==> src/rtl/prf_write_arbiter_pkg.sv <==
// prf_write_arbiter_pkg: shared writeback result type and register-index widths
package prf_write_arbiter_pkg;
  localparam int PREG_W    = 6;
  localparam int ROB_IDX_W = 5;
  typedef struct packed {
    logic [PREG_W-1:0]    preg;
    logic [31:0]          data;
    logic [ROB_IDX_W-1:0] rob_idx;
  } wb_result_t;
endpackage

==> src/rtl/prf_write_arbiter_wb_hold_reg.sv <==
// prf_write_arbiter_wb_hold_reg: one-entry per-unit holding register, candidate mux and ready
module prf_write_arbiter_wb_hold_reg
  import prf_write_arbiter_pkg::*;
(
  input  logic       clk,
  input  logic       rst,
  input  logic       flush_i,
  input  logic       valid_i,
  input  wb_result_t res_i,
  input  logic       grant_i,
  output logic       ready_o,
  output logic       cand_valid_o,
  output wb_result_t cand_o
);
  logic       hold_valid_q, hold_valid_d;
  wb_result_t hold_q, hold_d;
  assign ready_o      = !hold_valid_q;
  assign cand_valid_o = hold_valid_q || valid_i;
  assign cand_o       = hold_valid_q ? hold_q : res_i;
  // capture an accepted-but-ungranted input; release a held entry once granted
  always_comb begin
    hold_valid_d = flush_i ? 1'b0 : hold_valid_q ? !grant_i : valid_i && !grant_i;
    hold_d       = (!hold_valid_q && valid_i && !grant_i) ? res_i : hold_q;
  end
  // holding register state
  always_ff @(posedge clk) begin
    if (rst) begin
      hold_valid_q <= 1'b0;
      hold_q       <= '0;
    end else begin
      hold_valid_q <= hold_valid_d;
      hold_q       <= hold_d;
    end
  end
endmodule

==> src/rtl/prf_write_arbiter.sv <==
// prf_write_arbiter: grants exec results to shared PRF write ports / CDB slots; WB_RR_ARB_EN selects round-robin over fixed priority
module prf_write_arbiter
  import prf_write_arbiter_pkg::*;
#(
  parameter int NUM_EXEC_UNITS = 3,
  parameter int NUM_WB_PORTS   = 2
) (
  input  logic                                          clk,
  input  logic                                          rst,
  input  logic                                          flush_i,
  input  logic [NUM_EXEC_UNITS-1:0]                     exec_valid_i,
  input  logic [NUM_EXEC_UNITS-1:0][PREG_W-1:0]         exec_preg_i,
  input  logic [NUM_EXEC_UNITS-1:0][31:0]               exec_data_i,
  input  logic [NUM_EXEC_UNITS-1:0][ROB_IDX_W-1:0]      exec_rob_idx_i,
  output logic [NUM_EXEC_UNITS-1:0]                     exec_ready_o,
  output logic [NUM_WB_PORTS-1:0]                       prf_wr_en_o,
  output logic [NUM_WB_PORTS-1:0][PREG_W-1:0]           prf_wr_preg_o,
  output logic [NUM_WB_PORTS-1:0][31:0]                 prf_wr_data_o,
  output logic [NUM_WB_PORTS-1:0]                       cdb_valid_o,
  output logic [NUM_WB_PORTS-1:0][PREG_W-1:0]           cdb_preg_o,
  output logic [NUM_WB_PORTS-1:0][ROB_IDX_W-1:0]        cdb_rob_idx_o
);
  localparam int IDX_W = NUM_EXEC_UNITS > 1 ? $clog2(NUM_EXEC_UNITS) : 1;
  logic [NUM_EXEC_UNITS-1:0] cand_valid, grant;
  wb_result_t                in_res [NUM_EXEC_UNITS];
  wb_result_t                cand   [NUM_EXEC_UNITS];
  logic [NUM_WB_PORTS-1:0]   port_vld;
  logic [IDX_W-1:0]          port_sel [NUM_WB_PORTS];
  logic [IDX_W-1:0]          start_ptr, idx;
  int                        n;
  logic [NUM_WB_PORTS-1:0]   wr_en_q, cdb_valid_q;
  wb_result_t                out_q [NUM_WB_PORTS];
  for (genvar u = 0; u < NUM_EXEC_UNITS; u++) begin : g_unit
    assign in_res[u] = '{preg: exec_preg_i[u], data: exec_data_i[u], rob_idx: exec_rob_idx_i[u]};
    prf_write_arbiter_wb_hold_reg u_hold (
      .clk          (clk),
      .rst          (rst),
      .flush_i      (flush_i),
      .valid_i      (exec_valid_i[u]),
      .res_i        (in_res[u]),
      .grant_i      (grant[u]),
      .ready_o      (exec_ready_o[u]),
      .cand_valid_o (cand_valid[u]),
      .cand_o       (cand[u])
    );
  end
`ifdef WB_RR_ARB_EN
  logic [IDX_W-1:0] rr_ptr_q, rr_ptr_d, last_idx;
  // next scan starts just past the highest-numbered port's unit, i.e. the last one granted
  always_comb begin
    last_idx = '0;
    for (int k = 0; k < NUM_WB_PORTS; k++) last_idx = port_vld[k] ? port_sel[k] : last_idx;
    rr_ptr_d = |grant ? (last_idx == IDX_W'(NUM_EXEC_UNITS - 1) ? '0 : last_idx + 1'b1) : rr_ptr_q;
  end
  // round-robin pointer, restarted by reset and flush
  always_ff @(posedge clk) begin
    if (rst || flush_i) rr_ptr_q <= '0;
    else rr_ptr_q <= rr_ptr_d;
  end
  assign start_ptr = rr_ptr_q;
`else
  assign start_ptr = '0;
`endif
  // scan units from start_ptr, handing out ports 0,1,... to the first candidates found
  always_comb begin
    grant    = '0;
    port_vld = '0;
    port_sel = '{default: '0};
    n        = 0;
    idx      = '0;
    for (int i = 0; i < NUM_EXEC_UNITS; i++) begin
      idx = IDX_W'((int'(start_ptr) + i) % NUM_EXEC_UNITS);
      if (cand_valid[idx] && n < NUM_WB_PORTS) begin
        grant[idx] = 1'b1;
        for (int k = 0; k < NUM_WB_PORTS; k++) begin
          if (k == n) begin
            port_vld[k] = 1'b1;
            port_sel[k] = idx;
          end
        end
        n = n + 1;
      end
    end
  end
  // registered write/broadcast ports; idle ports keep their last payload
  always_ff @(posedge clk) begin
    if (rst) begin
      wr_en_q     <= '0;
      cdb_valid_q <= '0;
      out_q       <= '{default: '0};
    end else begin
      for (int k = 0; k < NUM_WB_PORTS; k++) begin
        cdb_valid_q[k] <= !flush_i && port_vld[k];
        wr_en_q[k]     <= !flush_i && port_vld[k] && cand[port_sel[k]].preg != '0;
        if (!flush_i && port_vld[k]) out_q[k] <= cand[port_sel[k]];
      end
    end
  end
  for (genvar k = 0; k < NUM_WB_PORTS; k++) begin : g_port
    assign prf_wr_preg_o[k] = out_q[k].preg;
    assign prf_wr_data_o[k] = out_q[k].data;
    assign cdb_preg_o[k]    = out_q[k].preg;
    assign cdb_rob_idx_o[k] = out_q[k].rob_idx;
  end
  assign prf_wr_en_o = wr_en_q;
  assign cdb_valid_o = cdb_valid_q;
endmodule

==> config.mk <==
export PLATFORM = sky130hd
export DESIGN_NAME = prf_write_arbiter
export DESIGN_NICKNAME = d
export VERILOG_FILES = /design/src/rtl/prf_write_arbiter_pkg.sv /design/src/rtl/prf_write_arbiter_wb_hold_reg.sv /design/src/rtl/prf_write_arbiter.sv
export SDC_FILE = /design/constraint.sdc
export NUM_CORES = 1
export LEC_CHECK = 0
export CAP_MARGIN = 20
export CORE_MARGIN = 1
export CORE_UTILIZATION = 45
export DETAILED_ROUTE_END_ITERATION = 7
export PLACE_DENSITY_LB_ADDON = 0.08
export REMOVE_ABC_BUFFERS = 1
export SYNTH_ARGS = -nofsm -noshare
export SYNTH_HDL_FRONTEND = slang
export SYNTH_SLANG_ARGS = --single-unit
==> constraint.sdc <==
create_clock -name clk -period 2.35 [get_ports clk]
set_input_delay 0.5875 -clock clk [delete_from_list [all_inputs] [get_ports clk]]
set_output_delay 0.5875 -clock clk [all_outputs]
set_load 0.05 [all_outputs]
==> results of run 1 <==
==> cell type report <==
type / instances / area [sq um]
clock inverter: 9 / 47.55
sequential: 222 / 4456
tap: 280 / 350.3
inverter: 5 / 18.77
clock buffer: 34 / 699.4
antenna: 1 / 2.502
timing repair buffer: 300 / 3010
multi-input combinational: 842 / 5340
fill: 1996 / 8237
==> per-layer routing <==
metal | up-vias | wire [um]
li1 | 4421 | -
met1 | 4112 | 13540
met2 | 242 | 13650
met3 | 45 | 1678
met4 | 4 | 576
met5 | - | 25
==> through the flow <==
| stage | hold slack [ns] | setup TNS (ns) | power (uW) | cell area, sq um |
|---|---|---|---|---|
| after floorplan | 0.4268 | -394.09 | 5216 | 9767 |
| after global placement | 0.4403 | -19.62 | 6094 | 13170 |
| after detailed placement | 0.4461 | -25.07 | 6109 | 13170 |
| after CTS | 0.4544 | 0 | 9684 | 13920 |
| after global routing | 0.4666 | 0 | 10020 | 13920 |
| final | 0.4525 | 0 | 9610 | 13920 |
==> worst min path at each step <==
stage,from,end,depth (start not counted)
floorplan,g_unit[2].u_hold.hold_q[37]$_SDFFE_PP0P_,g_unit[2].u_hold.hold_q[37]$_SDFFE_PP0P_,2
global placement,g_unit[2].u_hold.hold_q[22]$_SDFFE_PP0P_,g_unit[2].u_hold.hold_q[22]$_SDFFE_PP0P_,2
detailed placement,prf_wr_data_o[24]$_SDFFE_PP0P_,prf_wr_data_o[24]$_SDFFE_PP0P_,2
CTS,g_unit[2].u_hold.hold_q[19]$_SDFFE_PP0P_,g_unit[2].u_hold.hold_q[19]$_SDFFE_PP0P_,2
global route,g_unit[2].u_hold.hold_q[40]$_SDFFE_PP0P_,g_unit[2].u_hold.hold_q[40]$_SDFFE_PP0P_,2
finish,g_unit[2].u_hold.hold_q[18]$_SDFFE_PP0P_,g_unit[2].u_hold.hold_q[18]$_SDFFE_PP0P_,2
==> flip-flops by register name, indices dropped and copies added (netlist names) <==
signal and count:
g_unit.u_hold.hold_q 129, prf_wr_data_o 64, cdb_preg_o 12, cdb_rob_idx_o 10
g_unit.u_hold.hold_valid_q 3, cdb_valid_o 2, prf_wr_en_o 2
==> cell families (layout without fill, tap and decap cells) <==
kind of cell	Yosys count	count (layout)
AO/OA/AOI/OAI	184	184
adder cells (fa/ha/maj)	2	2
buffers and inverters	114	348
flip-flops	222	222
multiplexers	213	213
other	1	3
AND/OR/NAND/NOR	441	441
==> power breakdown <==
group / leakage [uW] / switching, uW / internal [uW]
sequential: 0.00181 / 93.8 / 3910
combinational: 0.00349 / 1170 / 848
clock: 0.000374 / 1510 / 2070
==> cells in the final DEF (no fill, tap or decap), types with 2 or more instances in the layout <==
cell,count
sky130_fd_sc_hd__conb_1,2
sky130_fd_sc_hd__nor2_1,104
sky130_fd_sc_hd__clkinv_2,8
sky130_fd_sc_hd__clkdlybuf4s50_1,235
sky130_fd_sc_hd__clkbuf_16,25
sky130_fd_sc_hd__buf_4,50
sky130_fd_sc_hd__dfxtp_4,3
sky130_fd_sc_hd__buf_12,13
sky130_fd_sc_hd__nand3b_1,2
sky130_fd_sc_hd__nor2b_1,90
sky130_fd_sc_hd__nor3_1,8
sky130_fd_sc_hd__buf_6,2
sky130_fd_sc_hd__a211oi_1,47
sky130_fd_sc_hd__a21oi_1,90
sky130_fd_sc_hd__mux2_4,3
sky130_fd_sc_hd__nand2_1,228
sky130_fd_sc_hd__nor2_2,2
sky130_fd_sc_hd__inv_1,5
sky130_fd_sc_hd__mux2_2,45
sky130_fd_sc_hd__a211o_1,2
sky130_fd_sc_hd__dfxtp_1,219
sky130_fd_sc_hd__a31oi_1,37
sky130_fd_sc_hd__clkbuf_8,4
sky130_fd_sc_hd__mux2i_1,164
sky130_fd_sc_hd__clkbuf_1,5
==> Yosys cell counts, types with 2 or more instances <==
library cell and n:
sky130_fd_sc_hd__a211o_1 2, sky130_fd_sc_hd__a211oi_1 47, sky130_fd_sc_hd__a21oi_1 90, sky130_fd_sc_hd__a31oi_1 37, sky130_fd_sc_hd__buf_1 8, sky130_fd_sc_hd__buf_2 35, sky130_fd_sc_hd__buf_4 17, sky130_fd_sc_hd__buf_6 3
sky130_fd_sc_hd__clkbuf_1 46, sky130_fd_sc_hd__dfxtp_1 222, sky130_fd_sc_hd__ha_1 2, sky130_fd_sc_hd__inv_1 5, sky130_fd_sc_hd__mux2_2 45, sky130_fd_sc_hd__mux2_4 3, sky130_fd_sc_hd__mux2i_1 164, sky130_fd_sc_hd__nand2_1 228
sky130_fd_sc_hd__nand3b_1 2, sky130_fd_sc_hd__nor2_1 105, sky130_fd_sc_hd__nor2_2 2, sky130_fd_sc_hd__nor2b_1 90, sky130_fd_sc_hd__nor3_1 8
==> repair_timing <==
action                                  in CTS  in global routing
buffers inserted                             0                  0
endpoints found under the hold margin        0                  0
resized for setup                            0                  1
endpoints found under the setup margin       0                  1
==> results.txt, run 1 <==
The core area is 22160 sq um. The synthesized netlist devotes 10.98% of its cell area to compound gates. The clock drives 222 sinks. The post-synthesis instance area is 10300 sq um.

The floorplan has 54 rows. The via-per-instance ratio is 5.212. For met2 alone, demand over resource in global routing was 41.44%. The startpoint of the worst register-to-register path is g_unit[0].u_hold.hold_valid_q$_SDFF_PP0_. The largest total area in the synthesized netlist belongs to sky130_fd_sc_hd__dfxtp_1. The area of the die came out at 23500 sq um. After global routing, the most crowded layer is met2. No sink is reached through more buffers than the 3 on the longest clock path. The cell leakage power came out at 0.005675 uW. The final number of hold-violating endpoints was 0. The logic depth of the worst register-to-register path came out at 6. In this run the number of cells on the critical path is 1. The largest net degree at the start of global routing is 58.

The adder-cell share of the synthesized area is 0.2429%. Data arrives at the worst endpoint at 1.72 ns. The total power per unit cell area is 690.1 nW/um^2. The register-to-register path setup slack is 0.27 ns. The shortest clock period the worst path allows after layout is 2.307 ns. The portion of synthesized area spent on multiplexers is 21.40%. Broken down by cell family, the worst path's largest delay share belongs to buffers and inverters. VDD sags by at most 0.5554 mV. The core utilization of the finished layout came out at 62.83%. The stage delay of the slowest cell on the critical path came out at 0.83 ns. Setup repair after global routing left no endpoint under its margin. The number of global-route vias before repair is 8739. The wire length after detailed routing is 29.47 mm.

The number of buffers inserted during clock tree synthesis came out at 24. After the last flow step, the layout net total stands at 1532. Yosys printed 0 warnings.

The number of register bits inferred by synthesis is 222. The number of primary I/O pins came out at 240. The post-synthesis cell count is 1177. The fraction of synthesis flops using an asynchronous set or reset pin came out at 0%. The number of H-tree branching levels is 1. The number of enable flip-flop cells after synthesis is 0.

The highest clock frequency the design can meet is 0.4335 GHz. The most critical setup path has its startpoint at prf_wr_data_o[41]$_SDFFE_PP0P_. Across the routed clock network, the largest skew measured is 0.009750 ns. The run finished with clean final reports. The buffer and inverter count on the worst path is 1. The final max-slew violation count is 0.

The number of hold buffers added after CTS is 0. The post-synthesis xor/xnor area fraction is 0%. The setup path with the least slack is of type reg2out. The synthesized area divided by synthesized cell count is 8.753 sq um. The global-route met1 utilization came out at 32.88%. The fraction of layout instances using a drive strength above 1 came out at 11.61%. The die boundary width came out at 153.3 um.

Dividing the detail-routed wire length by the instance count gives 17.41 um. The final worst setup slack came out at 0.04343 ns. The data required time at the worst endpoint is 1.76 ns.

The total placed cells including tap cells came out at 1649. Sequential elements use 43.14% of the synthesized area. The routing usage on met3 is 4.536%. In this run the clock root is driven by a sky130_fd_sc_hd__clkbuf_16. The first global-routing pass estimated 46.73 mm of wire. The number of max-cap violations is 0. The highest-delay cell along the critical path is sky130_fd_sc_hd__clkdlybuf4s50_1.

The signed area change from the synthesized netlist to the final layout came out at 35.16%. The last weighted congestion value of the routability-driven placer came out at 0.7949. At the pin with the least slew margin, the transition time is 0.5933 ns. STA classifies the critical path startpoint as a flop.

The initial antenna violation count came to 3. The clock latency at the later pin of the worst-skew pair came out at 0.51 ns. The number of distinct standard cells referenced by the synthesized netlist came out at 37. The clock transition at the registers of the reported paths is 0.06 ns. The HPWL after detailed placement came out at 20.06 mm. The tightest slew margin relative to the limit came out at 60.33%. The share of the clock period used by the worst path is 98.15%. The initial utilization of the core area, before any placement, comes to 46.49%. The critical-path maximum fanout is 2. The post-synthesis simple-gate area fraction is 18.79%. The post-route antenna net violation count is 0. In this run, the number of DRC markers left after iteration 0 of detailed routing was 396. The number of buffer cells added on primary ports came out at 239. The most used flip-flop cell after synthesis is sky130_fd_sc_hd__dfxtp_1. The top-area cell type share of the netlist area came out at 43.14%. The detailed-route DRC error count came out at 0. The final setup violation count came out at 0. The combinational family with the most area after synthesis is multiplexers.

The global routing usage summed across all routing layers is 24.83%. The total vias in the final route is 8824. The clock tree from TritonCTS is built. The first detailed-routing pass took 5 iterations. The final non-filler cell total is 1693. Traced cell by cell, the critical path runs through clkdlybuf4s50_1. The capture point of the critical path is prf_wr_data_o[41].

The post-placement worst setup slack is -0.3871 ns. The total grt overflow is 0. The worst hold path belongs to the class reg2reg.

The height of the chip came out at 153.3 um. By area the synthesized netlist is led by sky130_fd_sc_hd__dfxtp_1 43%, sky130_fd_sc_hd__mux2i_1 16%, sky130_fd_sc_hd__nand2_1 8.3%, sky130_fd_sc_hd__nor2b_1 5.5%, sky130_fd_sc_hd__mux2_2 4.9%. STA classifies the critical path endpoint as an output port. The worst reg2reg path endpoint is prf_wr_en_o[0]$_SDFF_PP0_.
No activity file was read; power rests on OpenSTA's default activity.
==> run 2, diff against run 1 <==
--- a/config.mk
+++ b/config.mk
@@ -11,4 +11,6 @@
 export DETAILED_ROUTE_END_ITERATION = 7
+export HOLD_SLACK_MARGIN = 0.02
 export PLACE_DENSITY_LB_ADDON = 0.08
 export REMOVE_ABC_BUFFERS = 1
+export SKIP_CTS_REPAIR_TIMING = 1
 export SYNTH_ARGS = -nofsm -noshare
--- a/constraint.sdc
+++ b/constraint.sdc
@@ -3,2 +3,2 @@
 set_output_delay 0.5875 -clock clk [all_outputs]
-set_load 0.05 [all_outputs]
+set_load 0.02 [all_outputs]
==> run 2 against run 1 <==
- via count is 0.50% higher
- first-iteration DRC count is 13% lower
- cell area is 1.0% higher
- global-route usage hardly changed
- clock-buffer cell count is 2 lower
- largest power group unchanged
==> results.txt, run 2 (synthesis results as in run 1) <==
The number of primary I/O pins is 240. The via-per-instance ratio came out at 5.232. The share of the clock period used by the worst path came out at 98.40%. The area of the die is 23500 sq um. The cell leakage power came out at 0.005743 uW. Clock tree synthesis found a total of 222 sinks. Cells with a size suffix above 1 make up 11.80% of the layout. The cell type group with the largest total delay on the critical path is buffers and inverters.

The number of buffers inserted during clock tree synthesis is 25. The final number of hold-violating endpoints is 0. The total vias in the final route came out at 8868. The number of buffer cells added on primary ports is 239.

The total grt overflow came out at 0. The congestion estimate from routability-driven global placement came to 0.8366. The final non-filler cell total came out at 1695.

After clock tree synthesis, the clock-pin slew on the worst setup and hold paths is 0.06 ns. Setup repair after global routing left no endpoint under its margin. Across every metal layer, demand over resource in global routing totals 24.86%. The final net count came out at 1541.

The height of the chip is 153.3 um. The data required time at the worst endpoint is 1.76 ns. The number of max-cap violations came out at 0. The maximum clock path buffer count is 3.

The post-route antenna net violation count came out at 0. The first detailed-routing pass ran for 4 iterations. The clock latency at the later pin of the worst-skew pair is 0.51 ns. The final setup violation count came out at 0. 0 antenna diodes ended up in the layout. The number of placement rows is 54. The root buffer cell chosen for the clock tree is sky130_fd_sc_hd__clkbuf_16. The clock tree skew after final layout is 0.009370 ns. Power spread over the standard cell area amounts to 670.0 nW/um^2. The signed area change from the synthesized netlist to the final layout came out at 36.52%. The worst setup path is captured at an output port. The slowest stage of the critical path belongs to the cell sky130_fd_sc_hd__clkdlybuf4s50_1. In this run the worst hold path is classified as in2reg.

The die boundary width came out at 153.3 um. The critical path is of the reg2out type. The HPWL after detailed placement is 20.08 mm.

The number of buffers and inverters on the critical path is 3. The data arrival time at the worst-slack endpoint is 1.72 ns. The worst setup path is launched from a flop. Entering global routing, the biggest net connects 45 pins. Leaving out fill and tap cells, the most frequent cell in the layout is sky130_fd_sc_hd__clkdlybuf4s50_1. The final max-slew violation count came out at 0. The register containing the most flip-flops in the final layout is g_unit.u_hold.hold_q. The detailed-route DRC error count is 0. The number of H-tree branching levels is 1. The first global-routing pass estimated 46.71 mm of wire.

The stage delay of the slowest cell on the critical path came out at 0.59 ns. Leaving out fill and tap cells, the most frequent cells in the layout are 237 x sky130_fd_sc_hd__clkdlybuf4s50_1, 228 x sky130_fd_sc_hd__nand2_1, 219 x sky130_fd_sc_hd__dfxtp_1, 164 x sky130_fd_sc_hd__mux2i_1, 104 x sky130_fd_sc_hd__nor2_1. The number of design-rule violations left by the first detailed-router iteration is 346.

Derived from the worst setup path, the maximum achievable clock frequency is 0.4325 GHz. The core area came out at 22160 sq um. The starting density of the core came out at 46.49%.

Of all nets on the critical path, the largest fanout is 11. The number of flip-flops under the largest register name is 129. The average routed wire per standard cell came out at 17.62 um. The flow ran to the end, and the final reports show no timing, DRC or antenna violations. The total placed cells including tap cells is 1650. The shortest clock period the worst path allows after layout came out at 2.312 ns. Traced cell by cell, the critical path runs through buf_8, inv_1, clkdlybuf4s50_1.

The initial antenna violation count is 2. The post-placement worst setup slack is -0.4135 ns. The final worst setup slack is 0.03772 ns. The final layout contains routed wiring with a total length of 29.87 mm. The number of global-route vias before repair came out at 8641.

The worst-case vdd ir drop is 0.4432 mV. TritonCTS built the clock tree.
[run 2: final timing paths]
| kind | start | slack, ns | cells after the start | to |
|---|---|---|---|---|
| min | rst | 0.43 | 2 | g_unit[1].u_hold.hold_q[6]$_SDFFE_PP0P_ |
| max | g_unit[0].u_hold.hold_valid_q$_SDFF_PP0_ | 0.04 | 3 | exec_ready_o[0] |
| max reg2reg | g_unit[1].u_hold.hold_valid_q$_SDFF_PP0_ | 0.22 | 9 | prf_wr_data_o[53]$_SDFFE_PP0P_ |
| min reg2reg | g_unit[2].u_hold.hold_q[16]$_SDFFE_PP0P_ | 0.45 | 2 | g_unit[2].u_hold.hold_q[16]$_SDFFE_PP0P_ |
[run 2: power by group]
part | internal [uW] | switching [uW] | leakage, uW
Combinational | 859 | 901 | 0.00355
Sequential | 3910 | 90.8 | 0.00181
Clock | 2180 | 1480 | 0.000380
[run 2: per-stage QoR]
step,instance area [sq um],power [uW],TNS (ns),hold WS [ns],utilization [%]
4_1_cts,13980,9495,-0.2594,0.4313,63.09
3_3_place_gp,13220,5817,-27.88,0.4394,59.67
5_1_grt,14060,9802,0,0.4468,63.47
6_report,14060,9424,0,0.4284,63.47
3_5_place_dp,13220,5833,-30.41,0.4453,59.67
2_1_floorplan,9767,4935,-393.23,0.4268,-
[run 2: routing by layer]
metal	GRT usage, %	up-vias	wire length [um]
li1	-	4436	-
met1	33.58	4149	13620
met2	41.70	241	13970
met3	3.714	40	1748
met4	5.580	2	513
met5	0	-	11
[run 2: final cells by class]
type | count | area [sq um]
fillers | 1874 | 8097
repair buffers | 308 | 3143
clock inverters | 6 | 55.05
flip-flops and latches | 222 | 4456
well taps | 280 | 350.3
multi-input cells | 842 | 5340
clock buffers | 32 | 701.9
inverters | 5 | 18.77
[run 2: worst reg2reg max path, cell delays in order (launching register included)]
cell	delay, ns
sky130_fd_sc_hd__dfxtp_4	0.36
sky130_fd_sc_hd__buf_4	0.15
sky130_fd_sc_hd__nor2_2	0.12
sky130_fd_sc_hd__inv_1	0.05
sky130_fd_sc_hd__ha_2	0.27
sky130_fd_sc_hd__o21ba_2	0.40
sky130_fd_sc_hd__buf_12	0.25
sky130_fd_sc_hd__nand2_1	0.10
sky130_fd_sc_hd__a31oi_1	0.21
sky130_fd_sc_hd__a211oi_1	0.10
